$ cat src/rtl/dcache_mem_responder_pkg.sv
// Shared definitions for the L1 data-cache line responder: line geometry and FSM state encoding.
package dcache_mem_responder_pkg;

  localparam int OFFSET_WIDTH_DEF = 5;
  localparam int WORD_BYTES       = 4;
  localparam int WORDS_PER_LINE   = 2 ** (OFFSET_WIDTH_DEF - 2);

  typedef enum logic [1:0] {
    ST_IDLE = 2'd0,
    ST_RD   = 2'd1,
    ST_WR   = 2'd2,
    ST_DONE = 2'd3
  } state_e;

endpackage

$ cat src/rtl/dcache_mem_responder.sv
// Serialises one cache-line fill or writeback into single-word memory accesses and
// streams fill words back to the cache, pulsing mmu_mem_ready once the line is finished.
module dcache_mem_responder
  import dcache_mem_responder_pkg::*;
#(
  parameter int OFFSET_WIDTH = OFFSET_WIDTH_DEF,
  parameter int ADDR_WIDTH   = 32
) (
  input  logic                    clk,
  input  logic                    reset,
  input  logic                    req_valid,
  input  logic                    req_write,
  input  logic [ADDR_WIDTH-1:0]   req_addr,
  output logic                    req_ready,
  output logic [OFFSET_WIDTH-3:0] wb_word_idx,
  input  logic [31:0]             wb_data,
  output logic                    fill_valid,
  output logic [OFFSET_WIDTH-3:0] fill_word_idx,
  output logic [31:0]             fill_data,
  output logic                    mmu_mem_ready,
  output logic                    mem_en,
  output logic                    mem_we,
  output logic [ADDR_WIDTH-1:0]   mem_addr,
  output logic [31:0]             mem_wdata,
  input  logic [31:0]             mem_rdata,
  input  logic                    mem_ack
);

  localparam int IDX_W = OFFSET_WIDTH - 2;
  localparam logic [IDX_W-1:0] LAST_IDX = {IDX_W{1'b1}};
  localparam logic [IDX_W-1:0] ONE_IDX  = {{(IDX_W-1){1'b0}}, 1'b1};

  state_e                  state_r, state_s;
  logic [IDX_W-1:0]        cnt_r, cnt_s;
  logic [ADDR_WIDTH-1:0]   base_r, base_s;
  // WR: 0 = loading mem_wdata, 1 = access in flight. DONE: 0 = final fill drains, 1 = pulse.
  logic                    sub_r, sub_s;
  logic [31:0]             wdata_r;
  logic                    fill_valid_r;
  logic [IDX_W-1:0]        fill_idx_r;
  logic [31:0]             fill_data_r;
  logic                    mem_en_s, mem_we_s, done_pulse_s, fill_take_s, wdata_load_s;
  logic                    unused_addr_bits_s;

  assign unused_addr_bits_s = ^req_addr[OFFSET_WIDTH-1:0];

  // Next-state, counter and access-strobe decode.
  always_comb begin
    state_s      = state_r;
    cnt_s        = cnt_r;
    base_s       = base_r;
    sub_s        = sub_r;
    mem_en_s     = 1'b0;
    mem_we_s     = 1'b0;
    done_pulse_s = 1'b0;
    fill_take_s  = 1'b0;
    wdata_load_s = 1'b0;
    case (state_r)
      ST_IDLE: begin
        if (req_valid) begin
          base_s  = {req_addr[ADDR_WIDTH-1:OFFSET_WIDTH], {OFFSET_WIDTH{1'b0}}};
          cnt_s   = '0;
          sub_s   = 1'b0;
          state_s = req_write ? ST_WR : ST_RD;
        end else begin
          state_s = ST_IDLE;
        end
      end
      ST_RD: begin
        mem_en_s = 1'b1;
        if (mem_ack) begin
          fill_take_s = 1'b1;
          if (cnt_r == LAST_IDX) begin
            cnt_s   = '0;
            sub_s   = 1'b0;
            state_s = ST_DONE;
          end else begin
            cnt_s = cnt_r + ONE_IDX;
          end
        end else begin
          state_s = ST_RD;
        end
      end
      ST_WR: begin
        if (!sub_r) begin
          wdata_load_s = 1'b1;
          sub_s        = 1'b1;
        end else begin
          mem_en_s = 1'b1;
          mem_we_s = 1'b1;
          if (mem_ack) begin
            sub_s = 1'b0;
            if (cnt_r == LAST_IDX) begin
              cnt_s   = '0;
              state_s = ST_DONE;
            end else begin
              cnt_s = cnt_r + ONE_IDX;
            end
          end else begin
            state_s = ST_WR;
          end
        end
      end
      ST_DONE: begin
        if (!sub_r) begin
          sub_s = 1'b1;
        end else begin
          done_pulse_s = 1'b1;
          sub_s        = 1'b0;
          state_s      = ST_IDLE;
        end
      end
      default: begin
        state_s = ST_IDLE;
        cnt_s   = '0;
        sub_s   = 1'b0;
      end
    endcase
  end

  // State, datapath and fill-return registers.
  always_ff @(posedge clk) begin
    if (reset) begin
      state_r      <= ST_IDLE;
      cnt_r        <= '0;
      base_r       <= '0;
      sub_r        <= 1'b0;
      wdata_r      <= 32'h0000_0000;
      fill_valid_r <= 1'b0;
      fill_idx_r   <= '0;
      fill_data_r  <= 32'h0000_0000;
    end else begin
      state_r      <= state_s;
      cnt_r        <= cnt_s;
      base_r       <= base_s;
      sub_r        <= sub_s;
      fill_valid_r <= fill_take_s;
      if (wdata_load_s) begin
        wdata_r <= wb_data;
      end
      if (fill_take_s) begin
        fill_idx_r  <= cnt_r;
        fill_data_r <= mem_rdata;
      end
    end
  end

  assign req_ready     = (state_r == ST_IDLE);
  assign wb_word_idx   = cnt_r;
  assign fill_valid    = fill_valid_r;
  assign fill_word_idx = fill_idx_r;
  assign fill_data     = fill_data_r;
  assign mmu_mem_ready = done_pulse_s;
  assign mem_en        = mem_en_s;
  assign mem_we        = mem_we_s;
  assign mem_addr      = base_r + ADDR_WIDTH'({cnt_r, 2'b00});
  assign mem_wdata     = wdata_r;

endmodule

$ cat config.mk
export PLATFORM = sky130hd
export DESIGN_NAME = dcache_mem_responder
export DESIGN_NICKNAME = d
export VERILOG_FILES = /design/src/rtl/dcache_mem_responder_pkg.sv /design/src/rtl/dcache_mem_responder.sv
export SDC_FILE = /design/constraint.sdc
export NUM_CORES = 1
export LEC_CHECK = 0
export BUFFER_PORTS_ARGS = -buffer_cell sky130_fd_sc_hd__buf_4
export CORE_ASPECT_RATIO = 1.5
export CORE_UTILIZATION = 40
export CTS_BUF_LIST = sky130_fd_sc_hd__clkbuf_8 sky130_fd_sc_hd__clkbuf_16
export CTS_CLUSTER_SIZE = 24
export DETAILED_ROUTE_END_ITERATION = 10
export PLACE_DENSITY = 0.78
export SYNTH_ARGS = -nofsm -noshare
export SYNTH_HDL_FRONTEND = slang
export SYNTH_SLANG_ARGS = --single-unit
$ cat constraint.sdc
create_clock -name clk -period 2 [get_ports clk]
set_input_delay 0.3 -clock clk [delete_from_list [all_inputs] [get_ports clk]]
set_output_delay 0.3 -clock clk [all_outputs]
set_load 0.02 [all_outputs]
* Yosys cells after proc, flatten, opt, wreduce, memory -nomap -nowiden
Index checks and enable logic that the tools add are counted.
** Storage, ports and cells
- Logic and storage cells :: 52
- Input port bits :: 101
- Flip-flop bits (word level) :: 101
** Operators by class
- Reduce and logical (&&, ||, !) cells :: 6
- Mux-type cells :: 27
- Add/sub/neg operators :: 2
- Equality and inequality tests :: 9
** Operators with widths (count)
- $add 32x5->32 :: 1
- $mux 2 :: 7
- $mux 1 :: 12
- $mux 3 :: 4
- $ne 2x2->1 const B :: 5
- $pmux 3 s3 :: 1
- $pmux 2 s4 :: 1
- $reduce_and 3->1 :: 2
- $eq 2x2->1 const B :: 2
- $pmux 1 s4 :: 1
- $reduce_and 2->1 :: 2
- $add 3x1->3 const B :: 1
- $eq 3x3->1 const B :: 1
- $reduce_bool 3->1 :: 1
- $eq 2x1->1 const B :: 1
- $logic_not 2->1 :: 1
- $pmux 1 s2 :: 1

* Depth between registers and ports, before layout
- Word-level depth :: 5
- Depth in mapped cells :: 7

* Worst setup path after synthesis
OpenSTA, ideal clock, no wires.
- Kind :: register to register
- Start :: register state_r[0]
- End :: register cnt_r[0], in the netlist wb_word_idx[0]
- Buffers on the path :: 1
- Stages on the path, launching flop included :: 7
- Setup time :: 72 ps
- Path slack :: 396 ps
- Data arrival time :: 1532 ps
- Data required time :: 1928 ps
- Path through :: dfxtp_1 -> inv_1 -> ha_1 -> nor2b_4 -> buf_6 -> a2111oi_4 -> mux2i_1
** On the way
- Cells in the longest elaborated chain, start to end :: 3
- Elaborated cells on any way between the ends :: 8
** Ends and longest elaborated chain
- start: declaration :: line dcache_mem_responder.sv:33 : state_e state_r, state_s;
- start signal: assignment :: line dcache_mem_responder.sv:133 : state_r <= state_s;
- $eq 2x2->1, or another cell as far along :: line dcache_mem_responder.sv:58 : case (state_r)
- $ne 2x2->1 (no source line) / $reduce_bool 3->1 (equally long branches)
- $reduce_and 3->1 (no source line)
- end signal: assignment :: line dcache_mem_responder.sv:134 : cnt_r <= cnt_s;
- end: declaration :: line dcache_mem_responder.sv:34 : logic [IDX_W-1:0] cnt_r, cnt_s;
Several ways; a longest one is shown, not always the timed one.
A chain may end at the register's enable or synchronous reset.

* Worst setup path after layout
- Start :: register state_r[0]
- End :: output port mem_en
** On the way
- Cells in the longest elaborated chain, start to end :: 2
- Elaborated cells on any way between the ends :: 3
** Ends and longest elaborated chain
- $eq 2x2->1 / $eq 2x1->1 (equally long branches) :: line dcache_mem_responder.sv:58
- $pmux 1 s2 * :: line dcache_mem_responder.sv:58
- end: declaration :: line dcache_mem_responder.sv:21 : output logic mem_en,
Every way passes the cells marked *; elsewhere a longest branch is shown, timed or not.

==> qor.yml <==
post-route-period-util: 0.947
grt_pass1_vias: 3255
drv_slew: 0
dieHeight_um: 121
cts.clk_slew.worst_paths_ps: 70
power.leakage_nw: 2.50
setup_tns_ps: 0
skew_ps: 3.89
initial_utilization: 0.408
drc_errors: 0
first_pass_iters: 4
synth-seq-cells: 101
fin_ws_ps: 105
rows: 43
post_cts_buffers: 0
clockBufferDepth: 2
seqPwrFrac: 0.364
ys_types: 28
ff2ff_path_depth: 6
period_minus_slack_ps: 1890
viasPerCell: 4.81
rsz0062_at_grt: "false"
cts_tree: "built"
finalHoldViolCount: 0
clk_latency_ps: 330
clock-root-buffer: "clkbuf_16"
drive_gt1_frac: 0.351
num_io_pins: 208
holdWs_ps: 204
yosysSeqAreaShare: 0.538
combPwrFrac: 0.380
drv_cap: 0
clock_power_share: 0.256
cts_buffers: 9
rrSetupSlack_ps: 270
wl_um: 10100
syn_area_mm2: 0.00376
dieWidth_um: 81.1
power.internal_mw: 4.65
required_ps: 1700
worstHoldStart: "mem_rdata[11]"
gp_congestion: 0.876
slew_headroom: 0.599
critPathCaptureType: "output port"
drtIter0Drc: 149
grt_pass1_wl_um: 14900
crit_type: "reg2out"
power_density_mw_per_mm2: 1290
hold_depth: 3
area_delta_synth_final_pct: 49.6
finalSetupViolCount: 0
switchingPower_mw: 2.57
place_area_mm2: 0.00529
crit_fanout: 7
core_area_mm2: 0.00920
switching_share: 0.356
cp-start-kind: "register"
peakVddDrop_uv: 748
hpwl_um: 7210
status: "finished, final reports clean"
r2r_end: "fill_data[6]"
fill_cells: 799
grt_overflow_total: 0
wire_per_inst_um: 13.1
rr_startpoint: "state_r[1]"
yosysWarnings: 0
tightest_slew_ps: 601
final_antenna_net_count: 0
worstPathArrival_ps: 1590
worstSetupStartpoint: "state_r[0]"
pre_cts_slack_ps: 137
stdcell_area_mm2: 0.00562
htree_levels: 3
antenna_found_initial: 0
grt_start_max_net_pins: 59
hp-class: "in2reg"
num_vias: 3693
die_area_mm2: 0.00979
synth_cells: 467
port_buffers: 200
diodes: 0
max_freq_mhz: 528
cp-endpoint: "mem_en"
fin_nets: 760
track_usage: 0.197
post_synth.cell_area_avg_um2: 8.05
clock-sinks: 101
[per-layer routing]
metal  wire length (um)  GRT usage  vias up
li1                   -          -     1873
met1               4110      0.223     1650
met2               5060      0.335      141
met3                595     0.0483       29
met4                314     0.0982        0
met5                  0          0        -
[stage by stage]
step,utilization,instances,total power [mW]
detailed placement,0.575,752,5.43
global placement,0.575,752,5.34
finish,0.611,768,7.22
global route,0.611,768,7.64
CTS,0.611,768,7.29
floorplan,-,468,4.39
[logic make-up after synthesis]
| group | share of synthesized area |
|---|---|
| AO/OA/AOI/OAI | 0.158 |
| other | 0.000998 |
| flip-flops | 0.538 |
| buffers and inverters | 0.0506 |
| adder cells (fa/ha/maj) | 0.0266 |
| AND/OR/NAND/NOR | 0.218 |
| multiplexers | 0.00799 |
[worst max-delay path: stages (launching register included)]
cell	delay, ps
dfxtp_2	370
inv_1	80
ha_1	290
and2_1	210
o21a_1	160
buf_4	150
[power by group through the flow]
stage	Combinational, mW	Clock, mW	Sequential, mW
floorplan	1.31	0	3.08
finish	2.74	1.85	2.63
global route	2.98	1.98	2.67
global placement	2.69	0	2.65
CTS	2.76	1.90	2.63
detailed placement	2.76	0	2.67
[how the worst min path moves through the flow]
stage               endpoint  slack [ps]
3_3_place_gp      base_r[24]         440
5_1_grt           base_r[22]         200
3_5_place_dp      base_r[28]         450
6_report       fill_data[11]         200
4_1_cts           base_r[23]         190
2_1_floorplan  mem_wdata[10]         440
[synthesized netlist by cell type, drive strengths merged]
| cell type | n | share of area |
|---|---|---|
| a2111o | 1 | 0.0030 |
| a2111oi | 1 | 0.0073 |
| a21boi | 1 | 0.0020 |
| a21oi | 97 | 0.13 |
| and2 | 4 | 0.0067 |
| buf | 22 | 0.034 |
| clkbuf | 13 | 0.013 |
| conb | 1 | 0.0010 |
| dfxtp | 101 | 0.54 |
| ha | 8 | 0.027 |
| inv | 4 | 0.0040 |
| mux2i | 3 | 0.0080 |
| nand2 | 193 | 0.19 |
| nand2b | 1 | 0.0017 |
| nand3 | 3 | 0.0040 |
| nand3b | 1 | 0.0020 |
| nor2 | 3 | 0.0030 |
| nor2b | 2 | 0.0053 |
| o211a | 1 | 0.0027 |
| o21a | 1 | 0.0020 |
| o21ai | 2 | 0.0027 |
| o21ba | 1 | 0.0027 |
| o221a | 2 | 0.0060 |
| or4b | 1 | 0.0027 |
[flip-flops by register name, indices dropped and copies added, names as in the netlist]
| name | cells |
|---|---|
| wb_word_idx | 3 |
| sub_r | 1 |
| fill_word_idx | 3 |
| state_r | 2 |
| fill_valid | 1 |
| mem_wdata | 32 |
| fill_data | 32 |
| base_r | 27 |
[final cells by class]
class	count	area, um^2	area share
sequential	101	2020	0.360
timing repair buffer	207	1570	0.279
multi-input combinational	328	1550	0.276
clock buffer	10	239	0.0425
tap	112	140	0.0249
clock inverter	6	86.3	0.0154
inverter	4	15.0	0.00267
[layout by cell type (no fill, tap or decap)]
cell / netlist / final
a2111oi_4: 1 / 1
a2111o_1: 1 / 1
bufinv_16: 0 / 2
dfxtp_2: 0 / 1
a21boi_0: 1 / 1
nand2b_1: 1 / 1
ha_1: 8 / 8
mux2i_1: 3 / 3
nand3_1: 3 / 3
clkbuf_16: 0 / 9
and2_2: 0 / 1
a21oi_1: 97 / 97
nand3b_1: 1 / 1
nor2_1: 3 / 3
clkinvlp_4: 0 / 1
inv_1: 4 / 4
conb_1: 1 / 2
o221a_2: 2 / 2
o21ai_0: 2 / 2
nor2b_4: 1 / 1
buf_4: 5 / 206
or4b_1: 1 / 1
clkinv_2: 0 / 2
o21a_1: 1 / 1
o21ba_2: 1 / 1
clkbuf_8: 0 / 1
dfxtp_1: 101 / 100
and2_1: 4 / 3
nor2b_1: 1 / 1
nand2_1: 193 / 193
buf_12: 0 / 1
o211a_1: 1 / 1
clkinv_4: 0 / 1
[repair_timing]
| item | 4_1_cts | 5_1_grt |
|---|---|---|
| hold buffers | 0 | 0 |
| gates resized for setup | 0 | 2 |
| setup endpoints to repair | 0 | 21 |
(Power assumes the default switching activity.)
